`config.mk`:
```
export PLATFORM = sky130hd
export DESIGN_NAME = ni_credit_out_stage
export DESIGN_NICKNAME = d
export VERILOG_FILES = /design/src/rtl/noc_link_pkg.sv /design/src/rtl/flit_fifo.sv /design/src/rtl/ni_credit_out_stage.sv
export SDC_FILE = /design/constraint.sdc
export NUM_CORES = 1
export LEC_CHECK = 0
export BUFFER_PORTS_ARGS = -buffer_cell sky130_fd_sc_hd__buf_2
export CELL_PAD_IN_SITES_DETAIL_PLACEMENT = 1
export CELL_PAD_IN_SITES_GLOBAL_PLACEMENT = 2
export CORE_MARGIN = 4
export CORE_UTILIZATION = 45
export CTS_CLUSTER_DIAMETER = 50
export DETAILED_ROUTE_END_ITERATION = 6
export PLACE_DENSITY = 0.84
export SLEW_MARGIN = 20
export SYNTH_ARGS = -nofsm -noshare
export SYNTH_HDL_FRONTEND = slang
export SYNTH_HIERARCHICAL = 1
export SYNTH_SLANG_ARGS = --single-unit
```
`constraint.sdc`:
```
create_clock -name noc_clk -period 21.4 [get_ports noc_clk]
set_input_delay 1.07 -clock noc_clk [delete_from_list [all_inputs] [get_ports noc_clk]]
set_output_delay 1.07 -clock noc_clk [all_outputs]
set_load 0.02 [all_outputs]
```
`src/rtl/noc_link_pkg.sv`:
```
// Shared constants for the NI-to-NoC link stages: default sizes and error-bit positions.
package noc_link_pkg;

  localparam int FLIT_WIDTH_DEF = 80;
  localparam int DEPTH_DEF      = 6;
  localparam int CREDITS_DEF    = 6;

  // Bit positions inside the sticky err vector.
  localparam int ERR_OVF  = 0;  // write attempted while the FIFO was full
  localparam int ERR_CRED = 1;  // credit returned with the counter already at maximum

endpackage

```
`src/rtl/flit_fifo.sv`:
```
// Flit FIFO with an arbitrary (non power-of-2) depth. Pointers wrap explicitly at DEPTH-1.
// The caller must not push while full or pop while empty.
module flit_fifo #(
  parameter int WIDTH     = 81,
  parameter int DEPTH     = 6,
  parameter int LOG_DEPTH = 3
) (
  input  logic                 clk,
  input  logic                 rst,
  input  logic [WIDTH-1:0]     wdata,
  input  logic                 push,
  input  logic                 pop,
  output logic [WIDTH-1:0]     rdata,
  output logic [LOG_DEPTH-1:0] count,
  output logic                 full,
  output logic                 empty
);

  logic [WIDTH-1:0]     mem [DEPTH];
  logic [LOG_DEPTH-1:0] wr_ptr;
  logic [LOG_DEPTH-1:0] rd_ptr;

  function automatic logic [LOG_DEPTH-1:0] wrap_inc(input logic [LOG_DEPTH-1:0] p);
    return (p == LOG_DEPTH'(DEPTH - 1)) ? '0 : p + 1'b1;
  endfunction

  // Storage write port.
  // NOTE: the storage array has no reset; only pointers and count define which entries are live.
  always_ff @(posedge clk) begin
    if (push) mem[wr_ptr] <= wdata;
  end

  // Pointer and occupancy tracking; simultaneous push and pop leaves count unchanged.
  always_ff @(posedge clk or posedge rst) begin
    if (rst) begin
      wr_ptr <= '0;
      rd_ptr <= '0;
      count  <= '0;
    end else begin
      if (push) wr_ptr <= wrap_inc(wr_ptr);
      if (pop)  rd_ptr <= wrap_inc(rd_ptr);
      unique case ({push, pop})
        2'b10:   count <= count + 1'b1;
        2'b01:   count <= count - 1'b1;
        default: count <= count;
      endcase
    end
  end

  // Head entry and status flags derived from registered state only.
  always_comb begin
    rdata = mem[rd_ptr];
    full  = (count == LOG_DEPTH'(DEPTH));
    empty = (count == '0);
  end

endmodule

```
`src/rtl/ni_credit_out_stage.sv`:
```
// NI initiator output link stage: buffers packetizer flits and forwards them onto the NoC
// link one per cycle whenever downstream credits are available.
module ni_credit_out_stage
  import noc_link_pkg::*;
#(
  parameter int FLIT_WIDTH  = FLIT_WIDTH_DEF,
  parameter int DEPTH       = DEPTH_DEF,
  parameter int LOG_DEPTH   = 3,
  parameter int CREDITS     = CREDITS_DEF,
  parameter int LOG_CREDITS = 3
) (
  input  logic                   noc_clk,
  input  logic                   rst,
  input  logic [FLIT_WIDTH-1:0]  data_in,
  input  logic                   write,
  input  logic                   tail_in,
  output logic                   full,
  output logic [FLIT_WIDTH-1:0]  FLIT_out,
  output logic                   VALID_out,
  output logic                   FWDAUX1_out,
  input  logic                   BWDAUX1_in,
  output logic [LOG_DEPTH-1:0]   occupancy,
  output logic [LOG_CREDITS-1:0] credit_cnt,
  output logic [1:0]             err
);

  localparam logic [LOG_CREDITS-1:0] CRED_MAX = LOG_CREDITS'(CREDITS);

  logic [FLIT_WIDTH:0] head;
  logic                fifo_empty;
  logic                push;
  logic                send;
  logic                cred_ovf;

  flit_fifo #(
    .WIDTH     (FLIT_WIDTH + 1),
    .DEPTH     (DEPTH),
    .LOG_DEPTH (LOG_DEPTH)
  ) u_fifo (
    .clk   (noc_clk),
    .rst   (rst),
    .wdata ({tail_in, data_in}),
    .push  (push),
    .pop   (send),
    .rdata (head),
    .count (occupancy),
    .full  (full),
    .empty (fifo_empty)
  );

  // Handshake decisions: a full FIFO refuses writes even if a send frees a slot this cycle.
  // NOTE: combinational blocks use blocking assignments; every output gets a value on every path, so no latch.
  always_comb begin
    push     = write && !full;
    send     = !fifo_empty && (credit_cnt != '0);
    cred_ovf = BWDAUX1_in && !send && (credit_cnt == CRED_MAX);
  end

  // Credit counter: a send and a return in the same cycle cancel; returns saturate at CREDITS.
  // NOTE: sequential state uses non-blocking assignments so all registers update from pre-edge values.
  always_ff @(posedge noc_clk or posedge rst) begin
    if (rst) begin
      credit_cnt <= CRED_MAX;
    end else begin
      unique case ({send, BWDAUX1_in})
        2'b10:   credit_cnt <= credit_cnt - 1'b1;
        2'b01:   credit_cnt <= cred_ovf ? credit_cnt : credit_cnt + 1'b1;
        default: credit_cnt <= credit_cnt;
      endcase
    end
  end

  // Link output registers: data and tail hold their last value between sends; valid pulses per send.
  always_ff @(posedge noc_clk or posedge rst) begin
    if (rst) begin
      VALID_out   <= 1'b0;
      FLIT_out    <= '0;
      FWDAUX1_out <= 1'b0;
    end else begin
      VALID_out <= send;
      if (send) begin
        FLIT_out    <= head[FLIT_WIDTH-1:0];
        FWDAUX1_out <= head[FLIT_WIDTH];
      end
    end
  end

  // Sticky error flags, cleared only by reset.
  always_ff @(posedge noc_clk or posedge rst) begin
    if (rst) begin
      err <= '0;
    end else begin
      if (write && full) err[ERR_OVF]  <= 1'b1;
      if (cred_ovf)      err[ERR_CRED] <= 1'b1;
    end
  end

endmodule

```
==> impl_metrics.csv <==
group,metric,value,unit
timing,max_slew_margin,24.0,%
floorplan,rows,82,
place,placed_area,24200,um^2
clocking,h-tree-depth,2,
place,hpwl,27500,um
timing,setup_viol,0,
timing,finalHoldViolations,0,
clocking,numCtsBuffers,60,
yosys,synth_enable_flop_cells,486,
yosys,async_flop_share,16.5,%
yosys,avgSynthCellArea,18.9,um^2
clocking,cts_hold_buf,0,
worst_setup_path,cp-startpoint,"u_fifo/count[0]",
timing,rsz0062_at_grt,"no",
clocking,cts_sinks,582,
floorplan,core_area,50200,um^2
clocking,cts_resized,0,
yosys,synth_top_area_share,64.0,%
drt,firstDrtPassIters,5,
worst_setup_path,cp.arrival,3.50,ns
drt,totalWireLength,50100,um
floorplan,dieArea,54300,um^2
yosys,ys_top_cells_by_area,"edfxtp_1 64%, dfrtp_1 10%, mux2_2 8.1%",
global_route,first_global_vias,12500,
global_route,overflow,0,
drt,vias,11400,
yosys,netlist_area,22800,um^2
final_layout,layout_commonest_cell,"edfxtp_1",
worst_setup_path,worstReg2RegStart,"u_fifo/count[0]",
final_layout,fin_area,26200,um^2
timing,slew_viol_final,0,
drt,drt_iter0_drc,750,
global_route,antenna_found_initial,11,
hold_path,hold_class,"flip-flop to flip-flop",
yosys,ys_ff_latch,582,
floorplan,ios,176,
power_and_ir_drop,peakVddDrop,0.000121,V
yosys,synth_ff_type,"edfxtp_1",
clocking,cts.clk_slew.worst_paths,0.06,ns
final_layout,drive_above_1_share,38.1,%
place,io_buffers,175,
worst_setup_path,reg2regPathDepth,6,
clocking,cts_buffer_depth,3,
yosys,yosysTopAreaCell,"edfxtp_1",
final_layout,fillers,4568,
yosys,synth_seq_area_share,74.5,%
floorplan,chipWidth,233,um
job,maxCapViolCount,0,
timing,finalClockSkew,0.0204,ns
yosys,yosys_warnings,6,
global_route,track_usage,18.4,%
clocking,cts_tree,"done",
drt,postRouteAntennaNets,0,
global_route,grt_pass1_wl,76200,um
place,dp_cells,2007,
power_and_ir_drop,fin_total_pwr,0.00400,W
yosys,synth_cells,1205,
clocking,root_buffer,"clkbuf_16",
drt,vias_per_cell,5.38,
worst_setup_path,endpoint,"u_fifo/mem[4][80]",
final_layout,layout_common_cells,"486 x edfxtp_1, 175 x buf_2, 164 x mux2_2",
final_layout,fin_cells,2126,
worst_setup_path,cp-start-kind,"flip-flop",
yosys,synth_nets,1293,
worst_setup_path,crit_required,21.62,ns
clocking,clk-insertion-delay-late,0.62,ns
worst_setup_path,critPathKind,"flip-flop to flip-flop",
worst_setup_path,r2r_slack,18.12,ns
drt,drc,0,
outcome,status,"completed",
timing,tns,0,ns
floorplan,start_util,45.5,%
timing,fin_crit,3.28,ns
place,gp_congestion,0.714,
worst_setup_path,end_kind,"flip-flop",
clocking,post-cts-setup-buffers,0,
power_and_ir_drop,power_leakage,9.57,nW
worst_setup_path,crit_fanout,60,
final_layout,area_growth,15.0,%
power_and_ir_drop,powerDensity,153,nW/um^2
timing,post-route-period-util,15.3,%
timing,tightest_slew,1.14,ns
timing,max_freq,305,MHz
yosys,synth_cell_types,39,
drt,drt-wirelength-per-cell,23.6,um
global_route,grt_max_degree,68,
floorplan,die_h,233,um
worst_setup_path,r2r-end,"u_fifo/mem[4][80]",
final_layout,nNetsFinal,1485,
==> synth_stat cells (2+ instances only) <==
cell type / n
buf_8: 16
xnor2_1: 3
buf_6: 20
nor3_1: 5
clkbuf_1: 20
mux2_2: 164
nor2_1: 6
o22ai_1: 82
buf_4: 2
edfxtp_1: 486
nor3b_1: 2
buf_1: 7
inv_1: 10
nand2_1: 7
xor2_1: 4
dfrtp_1: 94
o21ai_0: 8
a21o_1: 3
mux2i_1: 82
nand2b_1: 3
dfstp_2: 2
a21oi_1: 83
mux2_4: 79
fa_1: 2
==> layout make-up <==
cell class	instances	area, um^2	area share [%]
clock inverters	33	374	1.43
inverters	10	40.0	0.153
repair buffers	196	1030	3.94
clock buffers	81	1680	6.41
multi-input cells	547	5230	19.9
diodes	5	12.5	0.0477
well taps	672	841	3.21
flip-flops and latches	582	17000	64.9
==> per-layer routing <==
| layer | routed length [um] | share of wire [%] | track usage, % | vias to the layer above |
|---|---|---|---|---|
| met5 | 51 | 0.10 | 0 | - |
| met4 | 891 | 1.8 | 4.69 | 8 |
| met3 | 2510 | 5.0 | 4.02 | 79 |
| met2 | 24600 | 49 | 30.8 | 241 |
| met1 | 22000 | 44 | 24.7 | 5977 |
| li1 | - | - | - | 5125 |
==> worst min-delay path by stage <==
stage	from	end	slack, ns	cells after the start
after global placement	err[0]	err[0]	0.44	1
after floorplan	u_fifo/wr_ptr[0]	u_fifo/wr_ptr[0]	0.45	1
after detailed placement	err[1]	err[1]	0.45	2
after CTS	rst	u_fifo/rd_ptr[2]	0.46	2
after global routing	err[0]	err[0]	0.49	1
final	err[1]	err[1]	0.46	2
==> report_power, final <==
group,leakage [nW],internal [W],switching [W]
clock,1.01,0.000637,0.000429
combinational,3.06,0.000606,0.000714
sequential,5.50,0.00148,0.000133
total,9.57,0.00273,0.00128
==> critical path: stages, from the launching register on <==
cell      delay (ns)
dfrtp_1         0.40
inv_1           0.10
and3_1          0.17
nor2b_1         0.36
nand2b_1        0.23
nor2_4          0.67
buf_4           0.91
==> metrics by stage <==
stage / hold slack (ns) / utilization (%) / setup WS, ns
global route: 0.492 / 52.2 / 17.85
detailed placement: 0.453 / 48.1 / 17.58
finish: 0.463 / 52.3 / 18.12
global placement: 0.440 / 48.1 / 17.63
floorplan: 0.454 / - / 13.31
CTS: 0.458 / 52.2 / 18.06
==> kinds of logic (layout without fill, tap and decap cells) <==
logic type,after synthesis,count (layout),share of synthesized area (%)
adders and majority gates,3,3,0.230
other,0,5,0
buffers and inverters,76,320,2.74
muxes,325,325,16.9
and+or+nand+nor,29,29,0.735
AOI/OAI and AO/OA,183,183,4.60
DFF,582,582,74.5
xor gates and xnor gates,7,7,0.269
==> state kept, by name (all words and copies together), names as in the netlist <==
name           flops
credit_cnt         3
VALID_out          1
err                2
u_fifo/mem       486
u_fifo/count       3
u_fifo/wr_ptr      3
u_fifo/rd_ptr      3
FLIT_out          80
FWDAUX1_out        1
Note: power is estimated with default switching activity, not from simulation.
